**src/rtl/alu_mdu.sv**
```systemverilog
// Single-cycle ALU plus an iterative multiply/divide unit with HI/LO registers.
// Multi-cycle ops run IDLE -> RUN (one setup cycle + WIDTH steps) -> FIX.
module alu_mdu #(
    parameter int unsigned WIDTH = 32,
    parameter int unsigned SHW   = $clog2(WIDTH)
) (
    input  logic             clk,
    input  logic             rst,
    input  logic [WIDTH-1:0] a,
    input  logic [WIDTH-1:0] b,
    input  logic [4:0]       op,
    input  logic             start,
    input  logic             flush,
    output logic [WIDTH-1:0] res,
    output logic             overflow,
    output logic             zero,
    output logic [WIDTH-1:0] hi,
    output logic [WIDTH-1:0] lo,
    output logic             busy,
    output logic             done
);

    localparam logic [4:0] OpAnd  = 5'd0;
    localparam logic [4:0] OpOr   = 5'd1;
    localparam logic [4:0] OpXor  = 5'd2;
    localparam logic [4:0] OpNor  = 5'd3;
    localparam logic [4:0] OpAdd  = 5'd4;
    localparam logic [4:0] OpAddu = 5'd5;
    localparam logic [4:0] OpSub  = 5'd6;
    localparam logic [4:0] OpSubu = 5'd7;
    localparam logic [4:0] OpSlt  = 5'd8;
    localparam logic [4:0] OpSltu = 5'd9;
    localparam logic [4:0] OpLui  = 5'd10;
    localparam logic [4:0] OpSll  = 5'd11;
    localparam logic [4:0] OpSrl  = 5'd12;
    localparam logic [4:0] OpSra  = 5'd13;
    localparam logic [4:0] OpMfhi = 5'd14;
    localparam logic [4:0] OpMflo = 5'd15;
    localparam logic [4:0] OpMthi = 5'd16;
    localparam logic [4:0] OpMtlo = 5'd17;
    localparam logic [4:0] OpMult = 5'd18;
    localparam logic [4:0] OpDivu = 5'd21;

    localparam logic [1:0] StIdle = 2'd0;
    localparam logic [1:0] StRun  = 2'd1;
    localparam logic [1:0] StFix  = 2'd2;

    localparam logic [SHW:0] LastCnt = (SHW+1)'(WIDTH);

    logic [1:0]       state_q;
    logic [SHW:0]     cnt_q;
    logic             is_div_q, is_signed_q;
    logic [WIDTH-1:0] opa_q, opb_q;
    logic [WIDTH-1:0] acc_hi_q, acc_lo_q, mcand_q;
    logic [WIDTH-1:0] res_q, hi_q, lo_q;
    logic             ovf_q, zero_q, busy_q, done_q;

    logic [WIDTH-1:0] sum, diff, alu_res;
    logic             alu_ovf, is_mdu;

    assign sum    = a + b;
    assign diff   = a - b;
    assign is_mdu = (op >= OpMult) && (op <= OpDivu);

    always_comb begin
        alu_res = '0;
        alu_ovf = 1'b0;
        case (op)
            OpAnd:  alu_res = a & b;
            OpOr:   alu_res = a | b;
            OpXor:  alu_res = a ^ b;
            OpNor:  alu_res = ~(a | b);
            OpAdd: begin
                alu_res = sum;
                alu_ovf = (a[WIDTH-1] == b[WIDTH-1]) && (sum[WIDTH-1] != a[WIDTH-1]);
            end
            OpAddu: alu_res = sum;
            OpSub: begin
                alu_res = diff;
                alu_ovf = (a[WIDTH-1] != b[WIDTH-1]) && (diff[WIDTH-1] != a[WIDTH-1]);
            end
            OpSubu: alu_res = diff;
            OpSlt:  alu_res = {{(WIDTH-1){1'b0}}, ($signed(a) < $signed(b))};
            OpSltu: alu_res = {{(WIDTH-1){1'b0}}, (a < b)};
            OpLui:  alu_res = b << 16;
            OpSll:  alu_res = a << b[SHW-1:0];
            OpSrl:  alu_res = a >> b[SHW-1:0];
            OpSra:  alu_res = $signed(a) >>> b[SHW-1:0];
            OpMfhi: alu_res = hi_q;
            OpMflo: alu_res = lo_q;
            default: alu_res = '0;
        endcase
    end

    // Iteration runs on magnitudes; signs are reapplied in FIX.
    logic             sign_a, sign_b;
    logic [WIDTH-1:0] mag_a, mag_b;
    logic [WIDTH:0]   mul_sum, rem_sh;
    logic             div_ge;
    logic [WIDTH-1:0] div_diff, step_hi, step_lo;
    logic [2*WIDTH-1:0] prod;
    logic [WIDTH-1:0] quo, rem, fix_hi, fix_lo;

    always_comb begin
        sign_a   = is_signed_q & opa_q[WIDTH-1];
        sign_b   = is_signed_q & opb_q[WIDTH-1];
        mag_a    = sign_a ? -opa_q : opa_q;
        mag_b    = sign_b ? -opb_q : opb_q;

        mul_sum  = {1'b0, acc_hi_q} + (acc_lo_q[0] ? {1'b0, mcand_q} : {(WIDTH+1){1'b0}});
        rem_sh   = {acc_hi_q, acc_lo_q[WIDTH-1]};
        div_ge   = rem_sh >= {1'b0, mcand_q};
        div_diff = rem_sh[WIDTH-1:0] - mcand_q;
        if (is_div_q) begin
            step_hi = div_ge ? div_diff : rem_sh[WIDTH-1:0];
            step_lo = {acc_lo_q[WIDTH-2:0], div_ge};
        end else begin
            step_hi = mul_sum[WIDTH:1];
            step_lo = {mul_sum[0], acc_lo_q[WIDTH-1:1]};
        end

        prod = {acc_hi_q, acc_lo_q};
        if (sign_a ^ sign_b) prod = -prod;
        quo  = (sign_a ^ sign_b) ? -acc_lo_q : acc_lo_q;
        rem  = sign_a ? -acc_hi_q : acc_hi_q;
        if (!is_div_q) begin
            fix_hi = prod[2*WIDTH-1:WIDTH];
            fix_lo = prod[WIDTH-1:0];
        end else if (opb_q == '0) begin
            fix_hi = opa_q;
            fix_lo = '1;
        end else begin
            fix_hi = rem;
            fix_lo = quo;
        end
    end

    always_ff @(posedge clk) begin
        if (rst) begin
            state_q     <= StIdle;
            cnt_q       <= '0;
            is_div_q    <= 1'b0;
            is_signed_q <= 1'b0;
            opa_q       <= '0;
            opb_q       <= '0;
            acc_hi_q    <= '0;
            acc_lo_q    <= '0;
            mcand_q     <= '0;
            res_q       <= '0;
            hi_q        <= '0;
            lo_q        <= '0;
            ovf_q       <= 1'b0;
            zero_q      <= 1'b1;
            busy_q      <= 1'b0;
            done_q      <= 1'b0;
        end else begin
            done_q <= 1'b0;
            if (flush) begin
                state_q <= StIdle;
                busy_q  <= 1'b0;
                cnt_q   <= '0;
            end else begin
                case (state_q)
                    StIdle: begin
                        if (start && is_mdu) begin
                            state_q     <= StRun;
                            busy_q      <= 1'b1;
                            cnt_q       <= '0;
                            opa_q       <= a;
                            opb_q       <= b;
                            is_div_q    <= op[2];
                            is_signed_q <= ~op[0];
                        end else if (start) begin
                            res_q  <= alu_res;
                            ovf_q  <= alu_ovf;
                            zero_q <= (alu_res == '0);
                            done_q <= 1'b1;
                            if (op == OpMthi) hi_q <= a;
                            if (op == OpMtlo) lo_q <= a;
                        end
                    end
                    StRun: begin
                        if (cnt_q == '0) begin
                            acc_hi_q <= '0;
                            acc_lo_q <= mag_a;
                            mcand_q  <= mag_b;
                        end else begin
                            acc_hi_q <= step_hi;
                            acc_lo_q <= step_lo;
                        end
                        cnt_q <= cnt_q + 1'b1;
                        if (cnt_q == LastCnt) state_q <= StFix;
                    end
                    StFix: begin
                        hi_q    <= fix_hi;
                        lo_q    <= fix_lo;
                        done_q  <= 1'b1;
                        busy_q  <= 1'b0;
                        cnt_q   <= '0;
                        state_q <= StIdle;
                    end
                    default: state_q <= StIdle;
                endcase
            end
        end
    end

    assign res      = res_q;
    assign overflow = ovf_q;
    assign zero     = zero_q;
    assign hi       = hi_q;
    assign lo       = lo_q;
    assign busy     = busy_q;
    assign done     = done_q;

endmodule

```
**config.mk**
```make
export PLATFORM = sky130hd
export DESIGN_NAME = alu_mdu
export DESIGN_NICKNAME = d
export VERILOG_FILES = /design/src/rtl/alu_mdu.sv
export SDC_FILE = /design/constraint.sdc
export NUM_CORES = 2
export LEC_CHECK = 0
export CAP_MARGIN = 20
export CORE_MARGIN = 5
export CORE_UTILIZATION = 45
export CTS_CLUSTER_SIZE = 12
export DETAILED_ROUTE_END_ITERATION = 8
export PLACE_DENSITY = 0.77
export SLEW_MARGIN = 20
export SYNTH_ARGS = -nofsm -noshare
export SYNTH_HDL_FRONTEND = slang
export SYNTH_SLANG_ARGS = --single-unit
export TNS_END_PERCENT = 20
```
**constraint.sdc**
```tcl
create_clock -name clk -period 5 [get_ports clk]
set_clock_uncertainty 0.2 [all_clocks]
set_input_delay 1.25 -clock clk [delete_from_list [all_inputs] [get_ports clk]]
set_output_delay 1.25 -clock clk [all_outputs]
set_load 0.005 [all_outputs]
```
== Yosys cells after proc, flatten, opt, wreduce, memory -nomap -nowiden ==
Index checks and enable logic that the tools add are counted.
Widths: inputs -> output; s select.

* Logic and storage cells: 132
* Output and inout port bits: 100
* Input port bits: 73
* Bits in registers: 270

* Order comparisons: 5
* Equal/unequal tests: 30
* Reduce and logical (&&, ||, !) cells: 23
* Shift operators: 3
* Mux-type cells: 35
* Bitwise logic cells: 10
* $add $sub $neg: 10

{| class="wikitable"
|+ Operators with widths
! kind !! number
|-
| $mux 32 || 20
|-
| $pmux 32 s14 || 1
|-
| $neg 32->32 || 4
|-
| $pmux 32 s2 || 2
|-
| $logic_not 32->1 || 2
|-
| $lt 32x32->1 || 2
|-
| $mux 64 || 1
|-
| $neg 64->64 || 1
|-
| $sub 32x32->32 || 2
|-
| $eq 5x4->1 const B || 8
|-
| $add 32x32->33 || 1
|-
| $ge 33x32->1 || 1
|-
| $add 32x32->32 || 1
|-
| $and 32x32->32 || 1
|-
| $not 32->32 || 1
|-
| $or 32x32->32 || 1
|-
| $shl 32x5->32 || 1
|-
| $shr 32x5->32 || 1
|-
| $sshr 32x5->32 || 1
|-
| $xor 32x32->32 || 1
|-
| $eq 5x3->1 const B || 4
|-
| $pmux 6 s3 || 1
|-
| $ne 2x2->1 const B || 6
|-
| $eq 5x2->1 const B || 2
|-
| other kinds (29) || 50
|}

== Logic depth before layout (Yosys ltp) ==
* Depth in word-level cells: 6
* Mapped depth: 19

== Least setup slack after synthesis ==
No wires, ideal clock.

* Kind: input to register
* Start point: input b[2]
* End point: register zero_q (netlist: zero)
* Stages on the path: 19
* Required time: 4742 ps
* Buffers on the path: 6
* Arrival: 4903 ps
* Path slack: -161 ps
* Cell sequence: buf_6 > buf_6 > buf_4 > inv_1 > buf_2 > buf_2 > ha_1 > buf_2 > nor2b_1 > o2111a_1 > o211ai_1 > a311o_1 > a2111oi_0 > mux2i_1 > o211a_1 > nand4_1 > nor4_1 > and4_1 > a31o_1

* Cells in the longest elaborated chain, start to end: 4
* Elaborated cells between the ends (all ways): 13
* Classes of those cells: add/sub: 2; order compare: 2; shift: 3; mux: 1; bitwise: 4; reduce/logical: 1

{| class="wikitable"
|+ RTL lines
! item !! RTL line !! RTL
|-
| start, declared || 10 || <nowiki>input logic [WIDTH-1:0] b,</nowiki>
|-
| branches (longest 2 deep; another with $sub 32x32->32) || -- ||
|-
| $pmux 32 s14 (*) || 68 || <nowiki>case (op)</nowiki>
|-
| $logic_not 32->1 (*) || 176 || <nowiki>zero_q <= (alu_res == '0);</nowiki>
|-
| end signal, assigned || 176 ||
|-
| end, declared || 56 || <nowiki>logic ovf_q, zero_q, busy_q, done_q;</nowiki>
|}

Every way passes the cells marked *.
A chain may end at the register's enable or synchronous reset.

== Final worst setup path ==
* Start point: input a[12]
* End point: register zero_q (netlist: zero)

* Cells in the longest elaborated chain, start to end: 4
* Elaborated cells between the ends (all ways): 13
* Classes of those cells: add/sub: 2; order compare: 2; shift: 3; mux: 1; bitwise: 4; reduce/logical: 1

{| class="wikitable"
|+ RTL lines
! item !! RTL line !! RTL
|-
| start, declared || 9 || <nowiki>input logic [WIDTH-1:0] a,</nowiki>
|-
| branches (longest 2 deep; another with $sub 32x32->32) || -- ||
|-
| $pmux 32 s14 (*) || 68 ||
|-
| $logic_not 32->1 (*) || 176 ||
|}

Marks and branches as above.

==> impl_metrics.json <==
{
  "status": "complete, no violations",
  "hpwlAfterDp_um": 122000,
  "drt_iter0_drc": 4331,
  "syn_area_per_cell_sq_um": 7.36,
  "crit_slowest_cell": "clkdlybuf4s50_1",
  "die-area_sq_um": 70100,
  "crit_path_end_kind": "flip-flop",
  "p_int_mw": 5.11,
  "wl_per_cell_um": 27.8,
  "seq_power_share_pct": 28.8,
  "crit_arrival_ps": 5290,
  "finalInstanceArea_sq_um": 38600,
  "cts_max_level": 2,
  "sw_frac_of_total_pct": 33.6,
  "syn_nets": 4220,
  "final_common_cell": "buf_4",
  "track_usage_pct": 41.3,
  "dr.pass1.iters": 6,
  "initial_utilization_pct": 45.4,
  "p_clk_share_pct": 37.9,
  "comb_power_share_pct": 33.2,
  "ff2ff_path_depth": 16,
  "synthXorXnorAreaFrac_pct": 6.75,
  "synthMuxAreaShare_pct": 9.70,
  "cts-buffers-inserted": 34,
  "report.final.hold_viol_count": 0,
  "worst_slew_pin_slew_ps": 952,
  "power_leakage_nw": 15.9,
  "cts.root.buffer_cell": "clkbuf_16",
  "portBuffers": 172,
  "cpPeakStageDelay_ps": 600,
  "grt-ovfl-total": 0,
  "fill_cells": 5953,
  "synth-async-reset-ratio_pct": 0,
  "grt_antenna_before_repair": 8,
  "ys_ff_latch": 270,
  "irDropWorstVdd_v": 0.000255,
  "fmax_mhz": 201,
  "die_w_um": 265,
  "mostFrequentLayoutCells": "buf_4 (768), nand2_1 (478), nor2_1 (370)",
  "fp.dieH_um": 265,
  "path_cells": "clkdlybuf4s50_1 > buf_4 > mux4_2 > mux2i_1 > o22a_1 > o2111ai_1 > a21oi_1 > nand4_1 > nor4b_2 > buf_4 > nand4_1 > nor4_2 > buf_4 > and4_1 > a31o_1",
  "post_dp_cell_area_sq_um": 36800,
  "grt_max_degree": 158,
  "synthToLayoutAreaGrowth_pct": 32.2,
  "finalPower_mw": 7.69,
  "synth_edf_count": 0,
  "grt_pass1_wl_um": 221000,
  "ys_types": 112,
  "period_needed_ps": 4970,
  "syn_inst": 3967,
  "drc": 0,
  "clock-sinks": 270,
  "rows": 93,
  "core-area_sq_um": 64300,
  "timing.max_cap.violations": 0,
  "vias_per_cell": 6.43,
  "synth_compound_area_share_pct": 28.5,
  "fin_nets": 4877,
  "synth_ff_type": "dfxtp_1",
  "cp_common_cell": "buf_4",
  "hold_path.class": "reg2reg",
  "clockBufferDepth": 3,
  "holdWs_ps": 251,
  "min_path_cells": 2,
  "clk_latency_ps": 580,
  "synth_top_family_by_area": "compound AO/OA/AOI/OAI gates",
  "pwr_density_cell_nw_per_um2": 199,
  "cp.required_ps": 5320,
  "switchingPower_mw": 2.58,
  "cts-hold-fix-buffers": 0,
  "drv_slew": 0,
  "syn_area_sq_um": 29200,
  "synth-simple-area-share_pct": 21.5,
  "grt_pass1_vias": 33200,
  "synthAdderAreaFrac_pct": 7.81,
  "clkTransAtPathRegs_ps": 60,
  "relSlewSlack_pct": 36.4,
  "ys_seq_area_share_pct": 18.5,
  "crit_fanout": 6,
  "ioPinCount": 173,
  "drive_gt1_share_pct": 23.0,
  "finalCritPeriodShare_pct": 99.4,
  "ant_nets": 0,
  "setup_viol": 0,
  "vias": 35400,
  "path_class": "in2reg",
  "cp-start-kind": "primary input",
  "gp_congestion": 1.05,
  "drt-total-wl_um": 153000,
  "synth_warnings": 0,
  "cts_tree": "done"
}
-- worst paths after layout --
kind / from / end / slack (ps)
worst min-delay path: res[10]$_SDFFE_PP0P_ / res[10]$_SDFFE_PP0P_ / 250
worst max register to register: acc_lo_q[0]$_SDFFE_PP0P_ / acc_hi_q[31]$_SDFFE_PP0P_ / 410
worst min register to register: res[10]$_SDFFE_PP0P_ / res[10]$_SDFFE_PP0P_ / 250
worst max-delay path: a[12] / zero$_SDFFE_PP1P_ / 30
-- state kept, by name (all words and copies together), names as in the netlist, 2 cells and up --
| signal | cells |
|---|---|
| acc_hi_q | 32 |
| state_q | 2 |
| opa_q | 32 |
| acc_lo_q | 32 |
| hi | 32 |
| cnt_q | 6 |
| opb_q | 32 |
| res | 32 |
| lo | 32 |
| mcand_q | 32 |
-- worst max-delay path: cells and delay by family --
family,cells,cell delay [ps]
buffers and inverters,4,1190
and+or+nand+nor,5,1160
AOI/OAI and AO/OA,4,910
muxes,2,770
-- synthesized netlist by cell type (30+ instances only) --
cell type | n | area (sq um)
a211oi_1 | 117 | 878
a21o_1 | 48 | 360
a21oi_1 | 366 | 1830
a22oi_1 | 39 | 293
and3_1 | 30 | 188
buf_1 | 33 | 124
buf_2 | 49 | 245
clkbuf_1 | 245 | 920
dfxtp_1 | 270 | 5410
ha_1 | 176 | 2200
inv_1 | 168 | 631
mux2i_1 | 106 | 1060
mux4_2 | 57 | 1280
nand2_1 | 479 | 1800
nand2b_1 | 30 | 188
nand3_1 | 70 | 350
nand4_1 | 32 | 200
nor2_1 | 377 | 1420
nor2b_1 | 35 | 219
nor3_1 | 108 | 541
nor4_1 | 45 | 282
o211ai_1 | 97 | 728
o21ai_0 | 182 | 911
o221ai_1 | 36 | 315
o31ai_1 | 30 | 225
or3_1 | 32 | 200
xnor2_1 | 133 | 1160
xor2_1 | 92 | 806
-- per-layer routing --
layer	GRT usage, %	routed length [um]	up-vias
met5	0	58	-
met4	20.5	10400	8
met3	9.23	16300	505
met2	64.7	66100	2202
met1	53.8	60400	16900
li1	-	-	15800
-- cells by family (layout without fill, tap and decap cells) --
logic type,count (synthesis),count (layout)
AND/OR/NAND/NOR,1344,1344
AO/OA/AOI/OAI,1234,1234
buffers and inverters,515,1197
flip-flops,270,270
XOR/XNOR,225,225
multiplexers,199,199
adder cells (fa/ha/maj),180,180
other,0,4
-- stage by stage --
step / util (%) / cells / setup WS (ps) / setup TNS (ps)
after floorplan: - / 3967 / 38.8 / 0
after global placement: 57.2 / 5436 / -1060 / -4920
after detailed placement: 57.2 / 5436 / -949 / -5040
after CTS: 59.4 / 5498 / 5.87 / 0
after global routing: 60.0 / 5504 / -7.42 / -7.42
final: 60.0 / 5508 / 30.4 / 0
-- what timing repair did --
| action | 4_1_cts | 5_1_grt |
|---|---|---|
| pin swaps | 4 | 22 |
| setup endpoints to repair | 2 | 5 |
| setup buffers | 1 | 6 |
| resized for setup | 23 | 53 |
-- final cells by class --
cell class	count	area, sq um	share of cell area, %
multi-input cells	3182	22200	57.4
repair buffers	966	8010	20.7
flip-flops and latches	270	5410	14.0
well taps	855	1070	2.77
clock buffers	44	968	2.51
inverters	170	642	1.66
clock inverters	17	339	0.878
diodes	4	10.0	0.0259
-- power groups by stage --
| stage | combinational, mW | clock [mW] | sequential [mW] |
|---|---|---|---|
| global placement | 2.42 | 0 | 2.26 |
| detailed placement | 2.41 | 0 | 2.26 |
| finish | 2.56 | 2.92 | 2.22 |
| floorplan | 1.19 | 0 | 2.25 |
| global route | 2.67 | 3.02 | 2.22 |
| CTS | 2.44 | 2.93 | 2.21 |
Power figures use the tool's default switching activity.
